[config.mk]
export PLATFORM = sky130hd
export DESIGN_NAME = io_peripheral_ctrl_flat
export DESIGN_NICKNAME = d
export VERILOG_FILES = /design/src/rtl/io_peripheral_ctrl_pkg.sv /design/src/rtl/io_peripheral_ctrl_if.sv /design/src/rtl/io_peripheral_ctrl_tx_fifo.sv /design/src/rtl/io_peripheral_ctrl.sv /design/src/flat_wrapper.sv
export SDC_FILE = /design/constraint.sdc
export NUM_CORES = 1
export LEC_CHECK = 0
export CAP_MARGIN = 10
export CORE_MARGIN = 4
export CORE_UTILIZATION = 55
export CTS_CLUSTER_DIAMETER = 40
export DETAILED_ROUTE_END_ITERATION = 10
export PLACE_DENSITY = 0.82
export REMOVE_ABC_BUFFERS = 1
export SYNTH_ARGS = -nofsm -noshare
export SYNTH_HDL_FRONTEND = slang
export SYNTH_HIERARCHICAL = 1
export SYNTH_SLANG_ARGS = --single-unit
[constraint.sdc]
create_clock -name clk -period 7.4 [get_ports clk]
set_input_delay 1.48 -clock clk [delete_from_list [all_inputs] [get_ports clk]]
set_output_delay 1.48 -clock clk [all_outputs]
set_load 0.03 [all_outputs]
[src/rtl/io_peripheral_ctrl_pkg.sv]
`default_nettype none
// ============================================================================
// Module      : io_periph_pkg
// Description : Shared types and constants for the external-side I/O
//               controller (rx state encoding, data width, clog2 helper).
// Revision    : 1.0 - initial release
// ============================================================================
package io_periph_pkg;

    localparam int DATA_W = 8;

    typedef enum logic [1:0] {
        S_EMPTY = 2'd0,
        S_IRQ   = 2'd1,
        S_WAIT  = 2'd2
    } rx_state_e;

    // Ceiling log2; returns 0 for values <= 1.
    function automatic int clog2(input int value);
        int result;
        result = 0;
        for (int i = 0; i < 31; i++) begin
            if ((1 << i) < value) begin
                result = i + 1;
            end
        end
        return result;
    endfunction

endpackage
`default_nettype wire

[src/rtl/io_peripheral_ctrl_if.sv]
`default_nettype none
// ============================================================================
// Module      : io_periph_if
// Description : Bundle of CPU-port and external-device signals seen by the
//               I/O controller. The controller uses the slave view; the
//               CPU / external device side uses the master view.
// Revision    : 1.0 - initial release
// ============================================================================
interface io_periph_if;
    import io_periph_pkg::*;

    // CPU side
    logic [DATA_W-1:0] cpu_out_data;
    logic              cpu_out_we;
    logic [DATA_W-1:0] cpu_in_data;
    logic              cpu_in_ack;
    logic              int_sig;
    logic              int_enable;
    // External device side
    logic [DATA_W-1:0] ext_tx_data;
    logic              ext_tx_valid;
    logic              ext_tx_ready;
    logic [DATA_W-1:0] ext_rx_data;
    logic              ext_rx_valid;
    logic              ext_rx_ready;
    // Status
    logic              rx_full;
    logic              tx_overflow;

    modport master (
        output cpu_out_data, cpu_out_we, cpu_in_ack, int_enable,
               ext_tx_ready, ext_rx_data, ext_rx_valid,
        input  cpu_in_data, int_sig, ext_tx_data, ext_tx_valid,
               ext_rx_ready, rx_full, tx_overflow
    );

    modport slave (
        input  cpu_out_data, cpu_out_we, cpu_in_ack, int_enable,
               ext_tx_ready, ext_rx_data, ext_rx_valid,
        output cpu_in_data, int_sig, ext_tx_data, ext_tx_valid,
               ext_rx_ready, rx_full, tx_overflow
    );

endinterface
`default_nettype wire

[src/rtl/io_peripheral_ctrl_tx_fifo.sv]
`default_nettype none
// ============================================================================
// Module      : io_tx_fifo
// Description : Synchronous FIFO with extra-MSB pointers and a registered
//               head output. The head register is loaded with the entry that
//               will be at the front after each edge, so data is valid the
//               cycle after a write into an empty FIFO and never changes
//               while the head is not popped.
// Revision    : 1.0 - initial release
// ============================================================================
module io_tx_fifo
    import io_periph_pkg::*;
#(
    parameter int DEPTH = 4,
    parameter int WIDTH = 8
) (
    input  wire logic             clk,
    input  wire logic             rstn,
    input  wire logic             push_i,
    input  wire logic [WIDTH-1:0] wdata_i,
    input  wire logic             pop_i,
    output logic                  full_o,
    output logic                  empty_o,
    output logic [WIDTH-1:0]      rdata_o
);

    localparam int AW = clog2(DEPTH);
    localparam int PW = AW + 1;

    logic [PW-1:0]    wr_ptr_q, wr_ptr_d;
    logic [PW-1:0]    rd_ptr_q, rd_ptr_d;
    logic [WIDTH-1:0] head_q, head_d;
    logic [WIDTH-1:0] mem_q [DEPTH];

    // Occupancy flags from pointer compare: same index, MSB differs => full.
    always_comb begin
        empty_o = (wr_ptr_q == rd_ptr_q);
        full_o  = (wr_ptr_q[PW-1] != rd_ptr_q[PW-1]) &&
                  (wr_ptr_q[AW-1:0] == rd_ptr_q[AW-1:0]);
        rdata_o = head_q;
    end

    // Next pointers and next head; head is held while the FIFO stays empty.
    always_comb begin
        wr_ptr_d = wr_ptr_q + PW'(push_i);
        rd_ptr_d = rd_ptr_q + PW'(pop_i);
        head_d   = head_q;
        if (rd_ptr_d != wr_ptr_d) begin
            if (push_i && (wr_ptr_q[AW-1:0] == rd_ptr_d[AW-1:0])) begin
                head_d = wdata_i;
            end else begin
                head_d = mem_q[rd_ptr_d[AW-1:0]];
            end
        end
    end

    // Pointer and head registers; reset discards all queued entries.
    always_ff @(posedge clk or negedge rstn) begin
        if (!rstn) begin
            wr_ptr_q <= '0;
            rd_ptr_q <= '0;
            head_q   <= '0;
        end else begin
            wr_ptr_q <= wr_ptr_d;
            rd_ptr_q <= rd_ptr_d;
            head_q   <= head_d;
        end
    end

    // Storage array; contents are only meaningful between the pointers.
    always_ff @(posedge clk) begin
        if (push_i) begin
            mem_q[wr_ptr_q[AW-1:0]] <= wdata_i;
        end
    end

endmodule
`default_nettype wire

[src/rtl/io_peripheral_ctrl.sv]
`default_nettype none
// ============================================================================
// Module      : io_peripheral_ctrl
// Description : External-side I/O controller. CPU output writes are queued in
//               a TX FIFO and drained over a valid/ready handshake; received
//               bytes are held for the CPU input port, with an interrupt
//               pulse per byte and back-pressure until the CPU acknowledges.
// Revision    : 1.0 - initial release
// ============================================================================
module io_peripheral_ctrl
    import io_periph_pkg::*;
#(
    parameter int FIFO_DEPTH    = 4,
    parameter int INT_PULSE_CYC = 2
) (
    input  wire logic clk,
    input  wire logic rstn,
    io_periph_if.slave bus
);

    localparam int            CNT_W    = (clog2(INT_PULSE_CYC + 1) < 1) ? 1 : clog2(INT_PULSE_CYC + 1);
    localparam logic [CNT_W-1:0] CNT_LAST = CNT_W'(INT_PULSE_CYC - 1);

    // ------------------------------------------------------------------
    // TX path
    // ------------------------------------------------------------------
    logic              tx_full;
    logic              tx_empty;
    logic              tx_push;
    logic              tx_pop;
    logic [DATA_W-1:0] tx_head;
    logic              tx_overflow_q, tx_overflow_d;

    // A pop in the same cycle frees a slot, so a write into a full FIFO is
    // still accepted when the head is leaving.
    always_comb begin
        tx_pop        = !tx_empty && bus.ext_tx_ready;
        tx_push       = bus.cpu_out_we && (!tx_full || tx_pop);
        tx_overflow_d = tx_overflow_q || (bus.cpu_out_we && tx_full && !tx_pop);
    end

    io_tx_fifo #(
        .DEPTH (FIFO_DEPTH),
        .WIDTH (DATA_W)
    ) u_tx_fifo (
        .clk     (clk),
        .rstn    (rstn),
        .push_i  (tx_push),
        .wdata_i (bus.cpu_out_data),
        .pop_i   (tx_pop),
        .full_o  (tx_full),
        .empty_o (tx_empty),
        .rdata_o (tx_head)
    );

    // Sticky overflow flag; only reset clears it.
    always_ff @(posedge clk or negedge rstn) begin
        if (!rstn) begin
            tx_overflow_q <= 1'b0;
        end else begin
            tx_overflow_q <= tx_overflow_d;
        end
    end

    // ------------------------------------------------------------------
    // RX path
    // ------------------------------------------------------------------
    rx_state_e         rx_state_q, rx_state_d;
    logic [CNT_W-1:0]  irq_cnt_q, irq_cnt_d;
    logic [DATA_W-1:0] rx_data_q, rx_data_d;

    // RX state register with captured byte and pulse counter.
    always_ff @(posedge clk or negedge rstn) begin
        if (!rstn) begin
            rx_state_q <= S_EMPTY;
            irq_cnt_q  <= '0;
            rx_data_q  <= '0;
        end else begin
            rx_state_q <= rx_state_d;
            irq_cnt_q  <= irq_cnt_d;
            rx_data_q  <= rx_data_d;
        end
    end

    // RX next-state: capture when empty, pulse the interrupt, wait for ack.
    always_comb begin
        rx_state_d = rx_state_q;
        irq_cnt_d  = irq_cnt_q;
        rx_data_d  = rx_data_q;
        case (rx_state_q)
            S_EMPTY: begin
                if (bus.ext_rx_valid) begin
                    rx_data_d  = bus.ext_rx_data;
                    irq_cnt_d  = '0;
                    rx_state_d = bus.int_enable ? S_IRQ : S_WAIT;
                end
            end
            S_IRQ: begin
                // An early ack ends the pulse and frees the holding register.
                if (bus.cpu_in_ack) begin
                    rx_state_d = S_EMPTY;
                end else if (irq_cnt_q == CNT_LAST) begin
                    rx_state_d = S_WAIT;
                end else begin
                    irq_cnt_d = irq_cnt_q + CNT_W'(1);
                end
            end
            S_WAIT: begin
                if (bus.cpu_in_ack) begin
                    rx_state_d = S_EMPTY;
                end
            end
            default: begin
                rx_state_d = S_EMPTY;
            end
        endcase
    end

    // Outputs decoded from registered state only.
    always_comb begin
        bus.int_sig      = (rx_state_q == S_IRQ);
        bus.ext_rx_ready = (rx_state_q == S_EMPTY);
        bus.rx_full      = (rx_state_q != S_EMPTY);
        bus.cpu_in_data  = rx_data_q;
        bus.ext_tx_valid = !tx_empty;
        bus.ext_tx_data  = tx_head;
        bus.tx_overflow  = tx_overflow_q;
    end

endmodule
`default_nettype wire

[src/flat_wrapper.sv]
// flat-port wrapper written by rule: the top's interface ports become plain ports
module io_peripheral_ctrl_flat import io_periph_pkg::*;
#(
    parameter int FIFO_DEPTH    = 4,
    parameter int INT_PULSE_CYC = 2
)
  (clk, rstn, bus_cpu_out_data, bus_cpu_out_we, bus_cpu_in_ack, bus_int_enable, bus_ext_tx_ready, bus_ext_rx_data, bus_ext_rx_valid, bus_cpu_in_data, bus_int_sig, bus_ext_tx_data, bus_ext_tx_valid, bus_ext_rx_ready, bus_rx_full, bus_tx_overflow);
  io_periph_if bus_i ();
  input  wire logic clk;
  input  wire logic rstn;
  input wire logic [$bits(bus_i.cpu_out_data)-1:0] bus_cpu_out_data;
  input wire logic [$bits(bus_i.cpu_out_we)-1:0] bus_cpu_out_we;
  input wire logic [$bits(bus_i.cpu_in_ack)-1:0] bus_cpu_in_ack;
  input wire logic [$bits(bus_i.int_enable)-1:0] bus_int_enable;
  input wire logic [$bits(bus_i.ext_tx_ready)-1:0] bus_ext_tx_ready;
  input wire logic [$bits(bus_i.ext_rx_data)-1:0] bus_ext_rx_data;
  input wire logic [$bits(bus_i.ext_rx_valid)-1:0] bus_ext_rx_valid;
  output wire logic [$bits(bus_i.cpu_in_data)-1:0] bus_cpu_in_data;
  output wire logic [$bits(bus_i.int_sig)-1:0] bus_int_sig;
  output wire logic [$bits(bus_i.ext_tx_data)-1:0] bus_ext_tx_data;
  output wire logic [$bits(bus_i.ext_tx_valid)-1:0] bus_ext_tx_valid;
  output wire logic [$bits(bus_i.ext_rx_ready)-1:0] bus_ext_rx_ready;
  output wire logic [$bits(bus_i.rx_full)-1:0] bus_rx_full;
  output wire logic [$bits(bus_i.tx_overflow)-1:0] bus_tx_overflow;
  assign bus_i.cpu_out_data = bus_cpu_out_data;
  assign bus_i.cpu_out_we = bus_cpu_out_we;
  assign bus_i.cpu_in_ack = bus_cpu_in_ack;
  assign bus_i.int_enable = bus_int_enable;
  assign bus_i.ext_tx_ready = bus_ext_tx_ready;
  assign bus_i.ext_rx_data = bus_ext_rx_data;
  assign bus_i.ext_rx_valid = bus_ext_rx_valid;
  assign bus_cpu_in_data = bus_i.cpu_in_data;
  assign bus_int_sig = bus_i.int_sig;
  assign bus_ext_tx_data = bus_i.ext_tx_data;
  assign bus_ext_tx_valid = bus_i.ext_tx_valid;
  assign bus_ext_rx_ready = bus_i.ext_rx_ready;
  assign bus_rx_full = bus_i.rx_full;
  assign bus_tx_overflow = bus_i.tx_overflow;
  io_peripheral_ctrl #(.FIFO_DEPTH(FIFO_DEPTH), .INT_PULSE_CYC(INT_PULSE_CYC)) u_core (.clk(clk), .rstn(rstn), .bus(bus_i));
endmodule
==> run_results.csv, run 1 <==
group,metric,value,unit
outcome,status,"finished, final reports clean",
routing,drt-initial-drc-count,65,
setup_path,cp_slowest_cell,"or3_1",
power_and_ir_drop,ir_drop,0.000379,V
logic_synthesis,synth_area,2530,sq um
placement,io_buffers,43,
final_layout,register_area,1640,sq um
final_layout,num-nets-final,223,
timing,finalSetupTns,0,ps
timing,hold_violations,0,
final_layout,area_delta_synth_final,26.5,%
logic_synthesis,yosysWarnings,6,
die,ioPinCount,44,
die,floorplan.initialDensity,57.4,%
logic_synthesis,ys_seq_area_share,64.6,%
timing,fin_hold_ws,492,ps
global_routing,grt_pass1_wl,6.87,mm
routing,via_per_inst,5.42,
global_routing,track_usage,17.3,%
timing,rsz0062_at_grt,"false",
setup_path,crit_arrival,4200,ps
die,die_w,75.9,um
power_and_ir_drop,power_leakage,1.27,nW
routing,routedWlPerCell,18.3,um
timing,fin_ws,3400,ps
die,core_area,4410,sq um
final_layout,final_common_cell,"clkdlybuf4s50_1",
clocking,clk_pin_slew,70,ps
routing,routed_wl,4.62,mm
final_layout,mostFrequentLayoutCells,"43 x clkdlybuf4s50_1, 32 x edfxtp_1, 27 x dfrtp_1",
clocking,cts_hold_buf,0,
logic_synthesis,synth-seq-cells,59,
setup_path,crit_path_end_kind,"flip-flop",
clocking,clock-root-buffer,"clkbuf_8",
clocking,clock_latency,320,ps
routing,drc_errors,0,
logic_synthesis,syn_avg_cell_area,17.7,sq um
logic_synthesis,synth_cells,143,
placement,gp_congestion,0.730,
timing,fmax,250,MHz
placement,dp_worst_setup_slack,3170,ps
routing,postRouteAntennaNets,0,
timing,worst_clock_skew,7.75,ps
setup_path,critPathMaxFanout,8,
timing,setup_viol,0,
setup_path,critical_path_class,"in2reg",
clocking,cts_tree,"built",
timing,slew_violations,0,
clocking,clock_path_buffers,2,
routing,first_pass_iters,4,
global_routing,grt_start_max_net_pins,28,
clocking,cts.sinks,59,
clocking,cts_setup_buffers,0,
global_routing,antenna_found_initial,0,
die,die_y,75.9,um
timing,slew_headroom,44.8,%
clocking,htreeDepth,3,
routing,via_count,1365,
setup_path,cp-start-kind,"input pin",
clocking,post_cts_resized,0,
min_path,hold_class,"reg2reg",
logic_synthesis,synth_cell_type_count,30,
flow_run,drv_cap,0,
timing,min_period_over_period,54.1,%
global_routing,grt_pass1_vias,1427,
timing,min_period,4000,ps
final_layout,fillers,272,
placement,hpwl,3.16,mm
clocking,numCtsBuffers,9,
die,die-area,5760,sq um
setup_path,path_cells,"clkdlybuf4s50_1, nand2_1, a21boi_0, ha_1, ha_1, xor2_1, xor2_1, or3_1, mux2_4",
die,row_count,24,
power_and_ir_drop,p_per_area,513,nW/um^2
final_layout,multi_input_area,835,sq um
final_layout,antenna_cells,0,
setup_path,required,7600,ps
timing,tightestPinTransition,826,ps
setup_path,cp_slowest_stage_delay,610,ps
power_and_ir_drop,power,1.65,mW
final_layout,drive_above_1_share,25.0,%
global_routing,gr-total-overflow,0,
## layout make-up
class                           instances  area share, %
Tap cell                               52           2.03
Clock inverter                          5           1.60
Inverter                                6          0.702
Clock buffer                           11           4.72
Timing Repair Buffer                   45           13.9
Multi-Input combinational cell         74           26.0
Sequential cell                        59           51.0
## where the power goes
group	total, mW	internal (mW)	switching, mW
clock	0.290	0.171	0.118
sequential	0.525	0.465	0.0607
combinational	0.830	0.449	0.381
## cell families after synthesis
group	after synthesis	synth area share, %
multiplexers	32	19.7
XOR/XNOR	10	3.45
buffers and inverters	10	2.52
adder cells (fa/ha/maj)	5	2.47
AO/OA/AOI/OAI	7	1.97
AND/OR/NAND/NOR	20	5.33
flip-flops	59	64.6
## worst max-delay path: cells and delay by family
family | cells | cell delay, ps
compound gates | 1 | 480
xor+xnor | 2 | 310
fa+ha+maj | 2 | 400
buf+inv | 1 | 460
mux | 1 | 380
simple gates | 2 | 690
## layer usage
layer / GRT usage, % / vias to the layer above / routed length, um
met1: 19.9 / 668 / 1880
met3: 4.62 / 6 / 311
met2: 29.0 / 49 / 2370
met4: 10.1 / 0 / 53
met5: 0 / - / 0
li1: - / 642 / -
## metrics by stage
| step | instance area, sq um | utilization (%) | instances |
|---|---|---|---|
| 2_1_floorplan | 2490 | - | 139 |
| 3_3_place_gp | 3000 | 68.1 | 236 |
| 3_5_place_dp | 3000 | 68.1 | 236 |
| 4_1_cts | 3210 | 72.6 | 252 |
| 5_1_grt | 3210 | 72.6 | 252 |
| 6_report | 3210 | 72.6 | 252 |
## synthesized netlist by cell type
master / instances / area, sq um
a21boi_0: 1 / 7.51
a21oi_1: 1 / 5.00
a22o_1: 1 / 8.76
a31o_2: 1 / 8.76
a32o_1: 1 / 10.0
and3_1: 2 / 12.5
and3_2: 1 / 7.51
and3b_2: 1 / 10.0
buf_4: 1 / 7.51
buf_6: 3 / 33.8
dfrtp_1: 27 / 676
edfxtp_1: 32 / 961
ha_1: 5 / 62.6
inv_1: 6 / 22.5
mux2_2: 16 / 180
mux2_4: 8 / 120
mux4_1: 5 / 131
mux4_2: 3 / 67.6
nand2_1: 3 / 11.3
nand3_1: 1 / 5.00
nand3b_1: 2 / 15.0
nor2_1: 4 / 15.0
nor3b_1: 1 / 7.51
nor3b_4: 1 / 18.8
o21ai_1: 2 / 10.0
or2_2: 1 / 6.26
or3_1: 2 / 12.5
or4b_4: 1 / 13.8
xnor2_1: 5 / 43.8
xor2_1: 5 / 43.8
## registers in the layout, indices dropped and copies added (netlist names)
signal,cells
u_core/u_tx_fifo/mem_q,32
u_core/irq_cnt_q,2
u_core/rx_state_q,2
u_core/u_tx_fifo/rdata_o,8
u_core/u_tx_fifo/rd_ptr_q,3
u_core/bus.cpu_in_data,8
u_core/bus.tx_overflow,1
u_core/u_tx_fifo/wr_ptr_q,3
## path summary, 6_finish.rpt
check                                                  startpoint                                 endpoint  slack [ps]  cells past startpoint
min in group asynchronous                                    rstn         u_core/rx_state_q[0]$_DFFE_PN0P_        1530                      2
hold reg to reg                   u_core/irq_cnt_q[0]$_DFFE_PN0P_          u_core/irq_cnt_q[0]$_DFFE_PN0P_         490                      1
setup / recovery                                 bus_ext_tx_ready  u_core/u_tx_fifo/rdata_o[0]$_DFFE_PN0P_        3400                      9
setup reg to reg           u_core/u_tx_fifo/wr_ptr_q[0]$_DFF_PN0_  u_core/u_tx_fifo/rdata_o[0]$_DFFE_PN0P_        4110                     11
max in group asynchronous                                    rstn  u_core/u_tx_fifo/rdata_o[0]$_DFFE_PN0P_        5600                      2
hold / removal                    u_core/irq_cnt_q[0]$_DFFE_PN0P_          u_core/irq_cnt_q[0]$_DFFE_PN0P_         490                      1
Note: power is estimated with default switching activity, not from simulation.
==> run 2, diff against run 1 <==
--- a/config.mk
+++ b/config.mk
@@ -7,10 +7,10 @@
 export LEC_CHECK = 0
 export CAP_MARGIN = 10
 export CORE_MARGIN = 4
-export CORE_UTILIZATION = 55
+export CORE_UTILIZATION = 52
 export CTS_CLUSTER_DIAMETER = 40
 export DETAILED_ROUTE_END_ITERATION = 10
-export PLACE_DENSITY = 0.82
+export PLACE_DENSITY = 0.78
 export REMOVE_ABC_BUFFERS = 1
 export SYNTH_ARGS = -nofsm -noshare
 export SYNTH_HDL_FRONTEND = slang
==> constraint.sdc (replaced) <==
create_clock -name clk -period 3.9 [get_ports clk]
set_input_delay 0.78 -clock clk [delete_from_list [all_inputs] [get_ports clk]]
set_output_delay 0.78 -clock clk [all_outputs]
set_load 0.03 [all_outputs]
==> run_results.csv, run 2 (same netlist as run 1, synthesis figures left out) <==
group,metric,value,unit
outcome,status,"finished, final reports clean",
timing,fmax,300,MHz
clocking,clock_path_buffers,2,
timing,finalSetupTns,0,ps
clocking,clock-root-buffer,"clkbuf_8",
placement,io_buffers,43,
timing,min_period,3330,ps
setup_path,critPathMaxFanout,11,
final_layout,antenna_cells,0,
final_layout,fillers,303,
placement,placedCellCount,252,
final_layout,final_cells,268,
min_path,hold_class,"reg2reg",
final_layout,mostFrequentLayoutCells,"43 x clkdlybuf4s50_1, 32 x edfxtp_1, 27 x dfrtp_1",
final_layout,register_area,1640,sq um
setup_path,critical_path_class,"reg2reg",
die,row_count,25,
flow_run,drv_cap,0,
final_layout,area_delta_synth_final,27.1,%
routing,drt-initial-drc-count,57,
setup_path,cp-start-kind,"flip-flop",
timing,worst_clock_skew,6.08,ps
clocking,cts_hold_buf,0,
timing,min_period_over_period,85.4,%
clocking,cts_tree,"built",
global_routing,grt_start_max_net_pins,28,
clocking,clock_latency,340,ps
clocking,cts.sinks,59,
timing,rsz0062_at_grt,"false",
global_routing,grt_pass1_vias,1523,
power_and_ir_drop,ir_drop,0.000503,V
timing,tightestPinTransition,798,ps
global_routing,gr-total-overflow,0,
timing,hold_violations,0,
setup_path,crit_path_end_kind,"flip-flop",
final_layout,num-nets-final,224,
routing,first_pass_iters,4,
placement,hpwl,3.26,mm
global_routing,track_usage,17.9,%
setup_path,required,4120,ps
routing,routed_wl,4.81,mm
timing,fin_hold_ws,479,ps
final_layout,post-route-util,68.2,%
timing,slew_violations,0,
min_path,holdPathStages,1,
final_layout,final_common_cell,"clkdlybuf4s50_1",
die,die_y,77.8,um
routing,via_count,1418,
global_routing,antenna_found_initial,0,
die,die-area,6060,sq um
routing,drc_errors,0,
clocking,clk_pin_slew,60,ps
setup_path,crit_arrival,3550,ps
routing,via_per_inst,5.29,
timing,slew_headroom,46.6,%
clocking,htreeDepth,3,
die,core_area,4720,sq um
global_routing,grt_pass1_wl,7.75,mm
clocking,numCtsBuffers,9,
power_and_ir_drop,p_per_area,970,nW/um^2
final_layout,multi_input_area,835,sq um
die,ioPinCount,44,
setup_path,rr_worst_depth,11,
routing,routedWlPerCell,17.9,um
die,floorplan.initialDensity,53.7,%
clocking,post_cts_resized,0,
final_layout,drive_above_1_share,24.9,%
clocking,cts_setup_buffers,0,
final_layout,largest_register_ffs,32,
routing,postRouteAntennaNets,0,
power_and_ir_drop,power_leakage,1.27,nW
placement,gp_congestion,0.726,
die,die_w,77.8,um
timing,setup_viol,0,
## run 2: final cells by class
cell class	count	share of cell area, %
inverters	6	0.699
clock buffers	15	5.79
flip-flops and latches	59	50.8
well taps	67	2.60
multi-input cells	74	25.9
clock inverters	1	0.155
repair buffers	46	14.1
## run 2: worst max-delay path, cell delays in order (launching register included)
cell,delay [ps]
dfrtp_1,460
xnor2_1,250
and3_1,190
inv_1,60
nand2_1,110
inv_1,70
ha_1,190
ha_1,590
xnor2_1,180
and3_1,440
mux2_2,400
mux2_4,260
## run 2: power by group
group          switching (mW)  internal [mW]
Sequential              0.118          0.882
Combinational           0.736          0.858
Clock                   0.230          0.300
## run 2: through the flow
stage | worst slack [ps] | instance area (sq um) | total power, mW
2_1_floorplan | 809 | 2490 | 2.14
3_3_place_gp | 414 | 3030 | 2.55
3_5_place_dp | 308 | 3030 | 2.62
4_1_cts | 554 | 3220 | 3.15
5_1_grt | 412 | 3220 | 3.30
6_report | 570 | 3220 | 3.12
## run 2: final timing paths
kind | slack, ps | start | endpoint
min in group asynchronous | 820 | rstn | u_core/bus.tx_overflow$_DFF_PN0_
max in group asynchronous | 2820 | rstn | u_core/bus.cpu_in_data[1]$_DFFE_PN0P_
worst min register to register | 480 | u_core/bus.tx_overflow$_DFF_PN0_ | u_core/bus.tx_overflow$_DFF_PN0_
worst max register to register | 570 | u_core/u_tx_fifo/wr_ptr_q[1]$_DFF_PN0_ | u_core/u_tx_fifo/rdata_o[1]$_DFFE_PN0P_
worst max-delay path | 570 | u_core/u_tx_fifo/wr_ptr_q[1]$_DFF_PN0_ | u_core/u_tx_fifo/rdata_o[1]$_DFFE_PN0P_
worst min-delay path | 480 | u_core/bus.tx_overflow$_DFF_PN0_ | u_core/bus.tx_overflow$_DFF_PN0_
## run 2: metal layers
metal	vias to the layer above	wire [um]	track usage (%)
li1	650	-	-
met3	11	304	6.73
met1	711	2000	20.0
met2	46	2400	29.9
met5	-	0	0
met4	0	107	9.07
==> run 3, diff against run 2 <==
--- a/config.mk
+++ b/config.mk
@@ -5,11 +5,11 @@
 export SDC_FILE = /design/constraint.sdc
 export NUM_CORES = 1
 export LEC_CHECK = 0
-export CAP_MARGIN = 10
 export CORE_MARGIN = 4
 export CORE_UTILIZATION = 52
 export CTS_CLUSTER_DIAMETER = 40
 export DETAILED_ROUTE_END_ITERATION = 10
+export MAX_ROUTING_LAYER = met4
 export PLACE_DENSITY = 0.78
 export REMOVE_ABC_BUFFERS = 1
 export SYNTH_ARGS = -nofsm -noshare
==> run_results.csv, run 3 (same netlist as run 1, synthesis figures left out) <==
group,metric,value,unit
min_path,holdPathStages,1,
power_and_ir_drop,ir_drop,0.000503,V
timing,fmax,300,MHz
global_routing,grt_pass1_vias,1523,
final_layout,multi_input_area,835,sq um
flow_run,drv_cap,0,
routing,first_pass_iters,4,
routing,postRouteAntennaNets,0,
final_layout,register_area,1640,sq um
final_layout,mostFrequentLayoutCells,"43 x clkdlybuf4s50_1, 32 x edfxtp_1, 27 x dfrtp_1",
routing,routedWlPerCell,17.9,um
outcome,status,"finished, final reports clean",
die,die_w,77.8,um
clocking,clock_latency,340,ps
setup_path,rr_worst_depth,11,
clocking,clock_path_buffers,2,
placement,hpwl,3.26,mm
setup_path,r2r-start,"u_core/u_tx_fifo/wr_ptr_q[1]$_DFF_PN0_",
timing,slew_headroom,46.6,%
routing,via_count,1422,
global_routing,track_usage,18.4,%
global_routing,gr-total-overflow,0,
global_routing,antenna_found_initial,0,
final_layout,antenna_cells,0,
clocking,cts_setup_buffers,0,
die,die_y,77.8,um
power_and_ir_drop,p_per_area,970,nW/um^2
clocking,cts_hold_buf,0,
routing,via_per_inst,5.31,
setup_path,crit_path_end_kind,"flip-flop",
die,ioPinCount,44,
final_layout,num-nets-final,224,
timing,tightestPinTransition,798,ps
routing,met1_length,1.97,mm
timing,min_period,3330,ps
routing,routed_wl,4.81,mm
timing,min_period_over_period,85.5,%
final_layout,final_common_cell,"clkdlybuf4s50_1",
placement,io_buffers,43,
global_routing,grt_start_max_net_pins,28,
timing,rsz0062_at_grt,"false",
clocking,htreeDepth,3,
min_path,holdCritStartpoint,"u_core/bus.tx_overflow$_DFF_PN0_",
global_routing,grt_pass1_wl,7.75,mm
setup_path,cp-start-kind,"flip-flop",
setup_path,crit_arrival,3550,ps
die,floorplan.initialDensity,53.7,%
timing,finalSetupTns,0,ps
setup_path,required,4120,ps
min_path,hold_class,"reg2reg",
routing,highest_layer,"met4",
final_layout,largest_register_ffs,32,
routing,drt-initial-drc-count,68,
clocking,numCtsBuffers,9,
timing,worst_clock_skew,5.89,ps
setup_path,critical_path_class,"reg2reg",
setup_path,critPathMaxFanout,11,
placement,placedCellCount,252,
final_layout,drive_above_1_share,24.9,%
clocking,post_cts_resized,0,
die,die-area,6060,sq um
clocking,cts.sinks,59,
timing,hold_violations,0,
clocking,cts_tree,"built",
final_layout,post-route-util,68.2,%
routing,route.met3.wl,319,um
power_and_ir_drop,power_leakage,1.27,nW
final_layout,final_cells,268,
clocking,clk_pin_slew,60,ps
placement,gp_congestion,0.735,
timing,slew_violations,0,
clocking,clock-root-buffer,"clkbuf_8",
timing,setup_viol,0,
setup_path,crit_start,"u_core/u_tx_fifo/wr_ptr_q[1]$_DFF_PN0_",
routing,met2_length,2.41,mm
routing,drc_errors,0,
final_layout,fillers,303,
die,row_count,25,
die,core_area,4720,sq um
final_layout,area_delta_synth_final,27.1,%
-- run 3: cell counts in the layout (fill, tap and decap cells not counted) --
Identical to the previous run, type by type.
-- run 3: final timing paths --
check,end,slack [ps]
max,u_core/u_tx_fifo/rdata_o[1]$_DFFE_PN0P_,570
min,u_core/bus.tx_overflow$_DFF_PN0_,480
max reg2reg,u_core/u_tx_fifo/rdata_o[1]$_DFFE_PN0P_,570
min reg2reg,u_core/bus.tx_overflow$_DFF_PN0_,480
max in group asynchronous,u_core/bus.cpu_in_data[1]$_DFFE_PN0P_,2820
min in group asynchronous,u_core/bus.tx_overflow$_DFF_PN0_,820
-- run 3: power breakdown --
part           internal, mW  switching [mW]
clock                 0.300           0.229
combinational         0.858           0.738
sequential            0.882           0.118
-- run 3: layer usage --
layer / global-route usage, % / up-vias
met2: 29.9 / 54
met5: - / -
met3: 6.73 / 11
li1: - / 650
met1: 20.0 / 707
met4: 9.07 / 0
-- run 3: area by class of cell --
type	instances	share of cell area (%)
Clock buffer	15	5.79
Clock inverter	1	0.155
Inverter	6	0.699
Multi-Input combinational cell	74	25.9
Sequential cell	59	50.8
Tap cell	67	2.60
Timing Repair Buffer	46	14.1
-- run 3: per-stage QoR --
step	power [mW]	hold WS (ps)	setup WS (ps)	instance area [sq um]
floorplan	2.14	451	809	2490
global placement	2.55	451	414	3030
detailed placement	2.62	468	308	3030
CTS	3.15	484	554	3220
global route	3.30	504	412	3220
finish	3.12	480	565	3220
-- run 3: critical path, cell delays in order, from the launching register on --
cell,delay [ps]
dfrtp_1,460
xnor2_1,250
and3_1,190
inv_1,60
nand2_1,110
inv_1,70
ha_1,190
ha_1,590
xnor2_1,180
and3_1,440
mux2_2,400
mux2_4,260
